File: src/rtl/tv80_bus_pkg.sv
// Shared definitions for the TV80 bus bridge: FSM state encoding, target codes
// and the default interrupt-acknowledge vector.
package tv80_bus_pkg;

  typedef enum logic [1:0] {
    ST_IDLE = 2'd0,
    ST_REQ  = 2'd1,
    ST_DONE = 2'd2
  } state_e;

  typedef enum logic {
    TGT_MEM = 1'b0,
    TGT_IO  = 1'b1
  } tgt_e;

  // RST 38h opcode
  localparam logic [7:0] DEF_INT_VECTOR = 8'hFF;
  localparam logic [7:0] BUS_ERR_DATA   = 8'hFF;

endpackage

File: src/rtl/tv80_bus_bridge.sv
// Turns TV80 memory / I/O bus cycles into level req / pulsed ack transactions,
// stalls the CPU with wait_n meanwhile and answers interrupt acknowledge locally.
module tv80_bus_bridge
  import tv80_bus_pkg::*;
#(
  parameter logic [7:0] INT_VECTOR = DEF_INT_VECTOR,
  parameter int         TIMEOUT    = 255,
  parameter int         CNT_W      = 8
) (
  input  logic        i_clk,
  input  logic        i_reset,
  input  logic        i_m1_n,
  input  logic        i_mreq_n,
  input  logic        i_iorq_n,
  input  logic        i_rd_n,
  input  logic        i_wr_n,
  input  logic        i_rfsh_n,
  input  logic [15:0] i_a,
  input  logic [7:0]  i_cpu_dout,
  output logic [7:0]  o_cpu_di,
  output logic        o_wait_n,
  output logic        o_mem_req,
  output logic        o_mem_we,
  output logic [15:0] o_mem_addr,
  output logic [7:0]  o_mem_wdata,
  input  logic        i_mem_ack,
  input  logic [7:0]  i_mem_rdata,
  output logic        o_io_req,
  output logic        o_io_we,
  output logic [7:0]  o_io_addr,
  output logic [7:0]  o_io_wdata,
  input  logic        i_io_ack,
  input  logic [7:0]  i_io_rdata,
  output logic        o_bus_err
);

  localparam logic [CNT_W-1:0] L_TO_LAST = CNT_W'(TIMEOUT - 1);

  state_e           r_state;
  state_e           w_state_nxt;
  tgt_e             r_tgt;
  logic             r_we;
  logic [CNT_W-1:0] r_cnt;
  logic [7:0]       r_cpu_di;
  logic             r_mem_req;
  logic             r_mem_we;
  logic [15:0]      r_mem_addr;
  logic [7:0]       r_mem_wdata;
  logic             r_io_req;
  logic             r_io_we;
  logic [7:0]       r_io_addr;
  logic [7:0]       r_io_wdata;
  logic             r_bus_err;

  logic       w_mem_acc;
  logic       w_io_acc;
  logic       w_int_ack;
  logic       w_bus_idle;
  logic       w_ack;
  logic [7:0] w_rdata;
  logic       w_timeout;

  assign w_mem_acc  = !i_mreq_n && i_rfsh_n && (!i_rd_n || !i_wr_n);
  assign w_io_acc   = !i_iorq_n && i_m1_n && (!i_rd_n || !i_wr_n);
  assign w_int_ack  = !i_iorq_n && !i_m1_n;
  assign w_bus_idle = i_mreq_n && i_iorq_n && i_rd_n && i_wr_n;

  // Only the selected target's handshake is ever looked at.
  assign w_ack     = (r_tgt == TGT_IO) ? i_io_ack : i_mem_ack;
  assign w_rdata   = (r_tgt == TGT_IO) ? i_io_rdata : i_mem_rdata;
  assign w_timeout = (TIMEOUT != 0) && (r_cnt == L_TO_LAST);

  assign o_wait_n = i_reset ? 1'b1 :
                    !(((r_state == ST_IDLE) && (w_mem_acc || w_io_acc)) || (r_state == ST_REQ));

  // State register.
  always_ff @(posedge i_clk) begin
    if (i_reset) begin
      r_state <= ST_IDLE;
    end else begin
      r_state <= w_state_nxt;
    end
  end

  // Next-state decode; DONE waits for every strobe to go high so one CPU cycle is one transaction.
  always_comb begin
    w_state_nxt = r_state;
    case (r_state)
      ST_IDLE: begin
        if (w_int_ack) begin
          w_state_nxt = ST_DONE;
        end else if (w_io_acc || w_mem_acc) begin
          w_state_nxt = ST_REQ;
        end else begin
          w_state_nxt = ST_IDLE;
        end
      end
      ST_REQ: begin
        if (w_ack || w_timeout) begin
          w_state_nxt = ST_DONE;
        end else begin
          w_state_nxt = ST_REQ;
        end
      end
      ST_DONE: begin
        if (w_bus_idle) begin
          w_state_nxt = ST_IDLE;
        end else begin
          w_state_nxt = ST_DONE;
        end
      end
      default: w_state_nxt = ST_IDLE;
    endcase
  end

  // Request latches, timeout counter, read-data return and error pulse.
  always_ff @(posedge i_clk) begin
    if (i_reset) begin
      r_tgt       <= TGT_MEM;
      r_we        <= 1'b0;
      r_cnt       <= '0;
      r_cpu_di    <= 8'hFF;
      r_mem_req   <= 1'b0;
      r_mem_we    <= 1'b0;
      r_mem_addr  <= 16'h0000;
      r_mem_wdata <= 8'h00;
      r_io_req    <= 1'b0;
      r_io_we     <= 1'b0;
      r_io_addr   <= 8'h00;
      r_io_wdata  <= 8'h00;
      r_bus_err   <= 1'b0;
    end else begin
      r_bus_err <= 1'b0;
      case (r_state)
        ST_IDLE: begin
          if (w_int_ack) begin
            r_cpu_di <= INT_VECTOR;
          end else if (w_io_acc) begin
            r_tgt      <= TGT_IO;
            r_we       <= !i_wr_n;
            r_cnt      <= '0;
            r_io_req   <= 1'b1;
            r_io_we    <= !i_wr_n;
            r_io_addr  <= i_a[7:0];
            r_io_wdata <= i_cpu_dout;
          end else if (w_mem_acc) begin
            r_tgt       <= TGT_MEM;
            r_we        <= !i_wr_n;
            r_cnt       <= '0;
            r_mem_req   <= 1'b1;
            r_mem_we    <= !i_wr_n;
            r_mem_addr  <= i_a;
            r_mem_wdata <= i_cpu_dout;
          end
        end
        ST_REQ: begin
          r_cnt <= r_cnt + CNT_W'(1);
          // A late ack beats the timeout when both land on the same edge.
          if (w_ack) begin
            r_mem_req <= 1'b0;
            r_io_req  <= 1'b0;
            if (!r_we) begin
              r_cpu_di <= w_rdata;
            end
          end else if (w_timeout) begin
            r_mem_req <= 1'b0;
            r_io_req  <= 1'b0;
            r_bus_err <= 1'b1;
            if (!r_we) begin
              r_cpu_di <= BUS_ERR_DATA;
            end
          end
        end
        ST_DONE: begin
          r_cnt <= r_cnt;
        end
        default: begin
          r_mem_req <= 1'b0;
          r_io_req  <= 1'b0;
        end
      endcase
    end
  end

  assign o_cpu_di    = r_cpu_di;
  assign o_mem_req   = r_mem_req;
  assign o_mem_we    = r_mem_we;
  assign o_mem_addr  = r_mem_addr;
  assign o_mem_wdata = r_mem_wdata;
  assign o_io_req    = r_io_req;
  assign o_io_we     = r_io_we;
  assign o_io_addr   = r_io_addr;
  assign o_io_wdata  = r_io_wdata;
  assign o_bus_err   = r_bus_err;

endmodule
File: config.mk
export PLATFORM = sky130hd
export DESIGN_NAME = tv80_bus_bridge
export DESIGN_NICKNAME = d
export VERILOG_FILES = /design/src/rtl/tv80_bus_pkg.sv /design/src/rtl/tv80_bus_bridge.sv
export SDC_FILE = /design/constraint.sdc
export NUM_CORES = 1
export LEC_CHECK = 0
export CAP_MARGIN = 40
export CELL_PAD_IN_SITES_DETAIL_PLACEMENT = 1
export CELL_PAD_IN_SITES_GLOBAL_PLACEMENT = 1
export CORE_ASPECT_RATIO = 0.8
export CORE_MARGIN = 4
export CORE_UTILIZATION = 33
export DETAILED_ROUTE_END_ITERATION = 8
export GPL_ROUTABILITY_DRIVEN = 0
export PLACE_DENSITY = 0.89
export SYNTH_ARGS = -nofsm -noshare
export SYNTH_HDL_FRONTEND = slang
export SYNTH_SLANG_ARGS = --single-unit
export TNS_END_PERCENT = 10
File: constraint.sdc
create_clock -name i_clk -period 1.8 [get_ports i_clk]
set_input_delay 0.54 -clock i_clk [delete_from_list [all_inputs] [get_ports i_clk]]
set_output_delay 0.54 -clock i_clk [all_outputs]
set_load 0.1 [all_outputs]
==> flow_summary.ini, run 1 <==
[status]
status = finished, final reports clean

[sta]
timing.clock.skew_ps = 7.07
setup_violations = 0
fmax_mhz = 560
fin_hold_ws_ps = 506
slew_headroom_pct = 62.8
period_minus_slack_ps = 1790
timing.final.ws_setup_ps = 14.0
hold_viol_final = 0
rsz0062_at_grt = true
worst_pin_slew_ps = 555
min_period_over_period_pct = 99.2
timing_max_transition_violations_final = 0

[cts]
worst_skew_pair.late_latency_ps = 330
ctsRootBufferMaster = clkbuf_16
tritoncts = done
cts_max_path_buffers = 2
cts_num_sinks = 65
cts.reportedPaths.clkPinSlew_ps = 50
cts_inserted_buffers = 9
clock_tree.htree_level_count = 3

[route]
detail_route.wirelength_um = 12600
routed_via_density = 5.80
drc = 0
drt_iter0_drc = 145
drt-pass1-iter-count = 4
via_count = 3385
route.antenna.remaining_nets = 0
wire_per_inst_um = 21.6

[setup_path]
critical_path_startpoint_category = primary input
timing.critical_path.depth = 5
ff2ff_path_depth = 3
timing.critical_path.slowest_stage_cell = clkdlybuf4s15_2
worst-endpoint-required_ps = 1260
critical_path.reg2reg.endpoint = o_cpu_di[2]
flop_to_flop_setup_slack_ps = 240
arrival_ps = 1250
worst_setup_path_endpoint = o_wait_n
max_stage_delay_ps = 220
timing.critical_path.cells = clkdlybuf4s15_2 > nand2b_4 > a21oi_4 > o21ai_4 > buf_12
timing_worst_setup_path_type = primary input to output port
crit-reg2reg-launch = r_state[1]
crit_family = buffers and inverters
setup.worst_path.end_class = output port
maximum_fanout_along_the_worst_path = 2
critPathBufInv = 2
critPathLaunch = i_m1_n

[global_route]
grt_first_pass_wirelength_um = 19600
global_route_total_usage_across_every_layer_pct = 23.8
antenna_found_initial = 0
grt_pass1_vias = 3665
groute.layer.met2.usage_pct = 41.9
grt_util_met3_pct = 5.49
grt_start_max_net_pins = 41
grt.busiest_layer = met2
globalRouteMet1Util_pct = 26.5
grt_overflow_total = 0

[yosys]
synth_area_leaders = dfxtp_1 44%, a21oi_1 8.4%, nand3_1 7.4%
synthDistinctLibCells = 50
synthDominantCellAreaShare_pct = 43.7
netlist.top_cell.by_area = dfxtp_1
synth_cells = 350
synth-edff-count = 0
synth_flop_cell = dfxtp_1
postSynth.asyncResetShare_pct = 0
syn-mean-instance-area_sq_um = 8.51
ys_top_cells_by_count = 65 x dfxtp_1, 50 x a21oi_1, 44 x nand3_1
register_bit_count_reported_by_yosys = 65
yosysWarningCount = 0
seq_area_frac_synth_pct = 43.7
synth_most_common_cell = dfxtp_1
net_count_synth = 402
netlist_area_sq_um = 2980

[placement]
dp.final_hpwl_um = 8770
dpl.cell_count = 568
place_ws_ps = -407
port_buffers = 103

[finish]
signed_area_change_from_the_synthesized_netlist_to_the_final_layout_pct = 76.2
post_route_cells_drive_above_1_share_pct = 29.4
instances_no_fill = 584
layout.nets = 520
n_antenna_cell = 0

[floorplanning]
num_io_pins = 104
die_width_um = 114
die_height_um = 93.0
floorplan.initialDensity_pct = 34.5
die_area_sq_um = 10600
rows = 30
design.core.area_sq_um = 8630

[power]
p_leak_nw = 1.88
netSwitchingPower_mw = 1.41
power_mw = 4.47
power.clock.fraction_pct = 37.4
power.density_nw_per_um2 = 852
portion_of_total_power_attributed_to_sequential_cells_pct = 35.3
vdd_drop_max_v = 0.000507
switching_fraction_of_total_power_pct = 31.6
intPower_mw = 3.06
share_comb_of_total_power_pct = 27.3

[hold_path]
hold_path.startpoint = r_cnt[0]
hold_path.class = register to register
timing.hold.worst_path_depth = 1

[flow_run]
timing.max_cap.violations = 0
-- how the worst min path moves through the flow --
stage	to	slack (ps)
finish	r_cnt[0]	510
global route	o_mem_addr[7]	530
CTS	o_mem_addr[8]	520
detailed placement	r_cnt[0]	500
global placement	r_cnt[0]	480
floorplan	r_cnt[0]	460
-- logic make-up (layout without fill, tap and decap cells) --
logic type                 after synthesis  count (layout)  synth area share, %
AOI/OAI and AO/OA                      129             129                 25.5
and+or+nand+nor                        104             104                 20.3
DFF                                     65              65                 43.7
buffers and inverters                   41             163                 6.26
muxes                                    9               9                 3.36
adders and majority gates                2               2                0.840
-- sequential cells by signal, indices dropped and copies added (netlist names) --
| name | cells |
|---|---|
| o_io_req | 1 |
| r_state | 2 |
| r_tgt | 1 |
| o_bus_err | 1 |
| o_io_addr | 8 |
| o_mem_wdata | 8 |
| o_mem_req | 1 |
| o_cpu_di | 8 |
| o_mem_addr | 16 |
| o_io_we | 1 |
| o_io_wdata | 8 |
| r_we | 1 |
| o_mem_we | 1 |
| r_cnt | 8 |
-- stage by stage --
stage / TNS, ps / cell area, sq um / util, %
2_1_floorplan: -154 / 3030 / -
3_3_place_gp: -15330 / 4960 / 57.5
3_5_place_dp: -19160 / 4960 / 57.5
4_1_cts: 0 / 5240 / 60.7
5_1_grt: -6.40 / 5250 / 60.8
6_report: 0 / 5250 / 60.8
-- final cells by class --
class / instances / area, sq um
multi-input cells: 244 / 1540
repair buffers: 143 / 1960
clock buffers: 11 / 233
flip-flops and latches: 65 / 1300
inverters: 5 / 18.8
fillers: 935 / 3390
clock inverters: 4 / 45.0
well taps: 112 / 140
-- what timing repair did --
| item | in CTS | in global routing |
|---|---|---|
| setup endpoints to repair | 26 | 2 |
| gates resized for setup | 25 | 2 |
| buffers inserted | 1 | 0 |
| hold buffers | 0 | 0 |
| pin swaps | 3 | 0 |
| hold endpoints to repair | 0 | 0 |
-- cell usage in the layout, fill, tap and decap left out, drive strengths merged, types with 4 or more instances in the layout --
cell type / instances
a211oi: 13
a21oi: 50
a31oi: 4
buf: 99
clkbuf: 11
clkdlybuf4s50: 42
dfxtp: 65
inv: 5
mux2: 8
nand2: 6
nand2b: 4
nand3: 44
nor2: 4
nor3: 19
nor4: 9
o211ai: 4
o21ai: 43
-- worst register-to-register path, delay by kind of cell (launching register included) --
kind	cells	cell delay [ps]
AND/OR/NAND/NOR	2	970
flip-flops	1	380
AO/OA/AOI/OAI	1	80
-- power by group through the flow --
stage / logic, mW / clock network [mW] / registers (mW)
finish: 1.22 / 1.67 / 1.57
global route: 1.28 / 1.76 / 1.58
CTS: 1.22 / 1.69 / 1.57
detailed placement: 1.20 / 0 / 1.60
global placement: 1.16 / 0 / 1.60
floorplan: 0.351 / 0 / 1.88
-- layer usage --
layer	part of all wire (%)	wire (um)
met5	0	0
met4	4.4	552
met3	5.0	630
met2	52	6530
met1	39	4900
(Power assumes the default switching activity.)
==> run 2, diff against run 1 <==
SETUP_SLACK_MARGIN = 0.05   (was unset)
SLEW_MARGIN = 20   (was unset)
==> flow_summary.ini, run 2 (synthesis results as in run 1) <==
[setup_path]
ff2ff_path_depth = 3
timing_worst_setup_path_type = primary input to output port
crit-reg2reg-launch = r_state[0]
flop_to_flop_setup_slack_ps = 210
critical_path_startpoint_category = primary input
worst_setup_path_endpoint = o_wait_n
arrival_ps = 1210
setup.worst_path.end_class = output port
critPathLaunch = i_mreq_n
critical_path.reg2reg.endpoint = o_cpu_di[7]
maximum_fanout_along_the_worst_path = 2
worst-endpoint-required_ps = 1260

[hold_path]
hold_path.class = register to register
hold_path.startpoint = r_cnt[0]

[finish]
instances_no_fill = 584
layout.cells.most_common = dfxtp_1
signed_area_change_from_the_synthesized_netlist_to_the_final_layout_pct = 75.5
layout_common_cells = 63 x dfxtp_1, 62 x buf_12, 49 x a21oi_1
layout.nets = 519
largest_reg_flops = 16
post_route_cells_drive_above_1_share_pct = 29.5
post-route-util_pct = 60.6
fin_area_sq_um = 5230

[sta]
totalNegativeSetupSlack_ps = 0
rsz0062_at_grt = true
hold_viol_final = 0
timing_max_transition_violations_final = 0
timing.clock.skew_ps = 5.77
slew_headroom_pct = 64.3
min_period_over_period_pct = 97.0
timing.final.ws_setup_ps = 54.1
fmax_mhz = 573
period_minus_slack_ps = 1750
setup_violations = 0
worst_pin_slew_ps = 523

[status]
status = finished, final reports clean

[route]
detail_route.wirelength_um = 12700
drt_iter0_drc = 129
wire_per_inst_um = 21.8
drc = 0
via_count = 3375
routed_via_density = 5.78
drt-pass1-iter-count = 4
route.antenna.remaining_nets = 0

[placement]
place_ws_ps = -407
dpl.cell_count = 568
dp.final_hpwl_um = 8770
port_buffers = 103
dpl-instance-area_sq_um = 4960

[cts]
hold_buffers = 0
cts_max_path_buffers = 2
cts.reportedPaths.clkPinSlew_ps = 50
worst_skew_pair.late_latency_ps = 340
clock_tree.htree_level_count = 3
ctsRootBufferMaster = clkbuf_16
cts_inserted_buffers = 9
tritoncts = done
cts_num_sinks = 65

[power]
vdd_drop_max_v = 0.000445
p_leak_nw = 1.88
power.density_nw_per_um2 = 856

[floorplanning]
num_io_pins = 104
rows = 30
design.core.area_sq_um = 8630
die_width_um = 114
die_area_sq_um = 10600
floorplan.initialDensity_pct = 34.5
die_height_um = 93.0

[global_route]
grt_start_max_net_pins = 41
grt_overflow_total = 0
grt.busiest_layer = met2
globalRouteMet1Util_pct = 26.7
grt_pass1_vias = 3663
antenna_found_initial = 1
global_route_total_usage_across_every_layer_pct = 23.9
groute.layer.met2.usage_pct = 42.7
grt_util_met3_pct = 5.29
grt_first_pass_wirelength_um = 19800

[flow_run]
timing.max_cap.violations = 0
==> run 2: critical path, stage by stage <==
cell,delay [ps]
buf_2,120
nand2b_4,150
a21oi_4,140
o21ai_4,70
buf_12,170
==> run 2: per-stage QoR <==
stage / power (mW) / hold WS [ps]
after floorplan: 2.23 / 457
after global placement: 2.76 / 479
after detailed placement: 2.80 / 504
after CTS: 4.48 / 515
after global routing: 4.61 / 530
final: 4.48 / 505
==> run 2: worst min path at each step <==
stage / end / depth (start not counted)
4_1_cts: o_mem_addr[8] / 2
2_1_floorplan: r_cnt[0] / 1
5_1_grt: o_mem_addr[7] / 2
6_report: r_cnt[0] / 1
3_5_place_dp: r_cnt[0] / 1
3_3_place_gp: r_cnt[0] / 1
==> run 2: layout make-up <==
| type | count | area [sq um] |
|---|---|---|
| timing repair buffer | 142 | 1940 |
| antenna | 1 | 2.50 |
| clock buffer | 11 | 233 |
| tap | 112 | 140 |
| inverter | 5 | 18.8 |
| fill | 942 | 3410 |
| sequential | 65 | 1310 |
| multi-input combinational | 244 | 1550 |
| clock inverter | 4 | 45.0 |
==> run 2: report_power, final <==
part | internal, mW | total (mW) | switching [mW]
clock network | 1.06 | 1.69 | 0.629
logic | 0.495 | 1.20 | 0.709
registers | 1.50 | 1.59 | 0.0887
==> run 2: layer usage <==
layer  share of wire, %  routed length [um]
met5                  0                   0
met4                3.6                 465
met3                4.9                 628
met2                 52                6630
met1                 39                5010
==> run 2: repair_timing <==
action / 4_1_cts / 5_1_grt
pin swaps: 3 / 0
setup buffers: 1 / 0
setup endpoints to repair: 46 / 3
gates resized for setup: 30 / 1
endpoints found under the hold margin: 0 / 0
==> run 3, diff against run 2 <==
CTS_CLUSTER_DIAMETER = 100   (was unset)
==> results of run 3 <==
Final layout, timing and power as in run 2 (identical DEF).
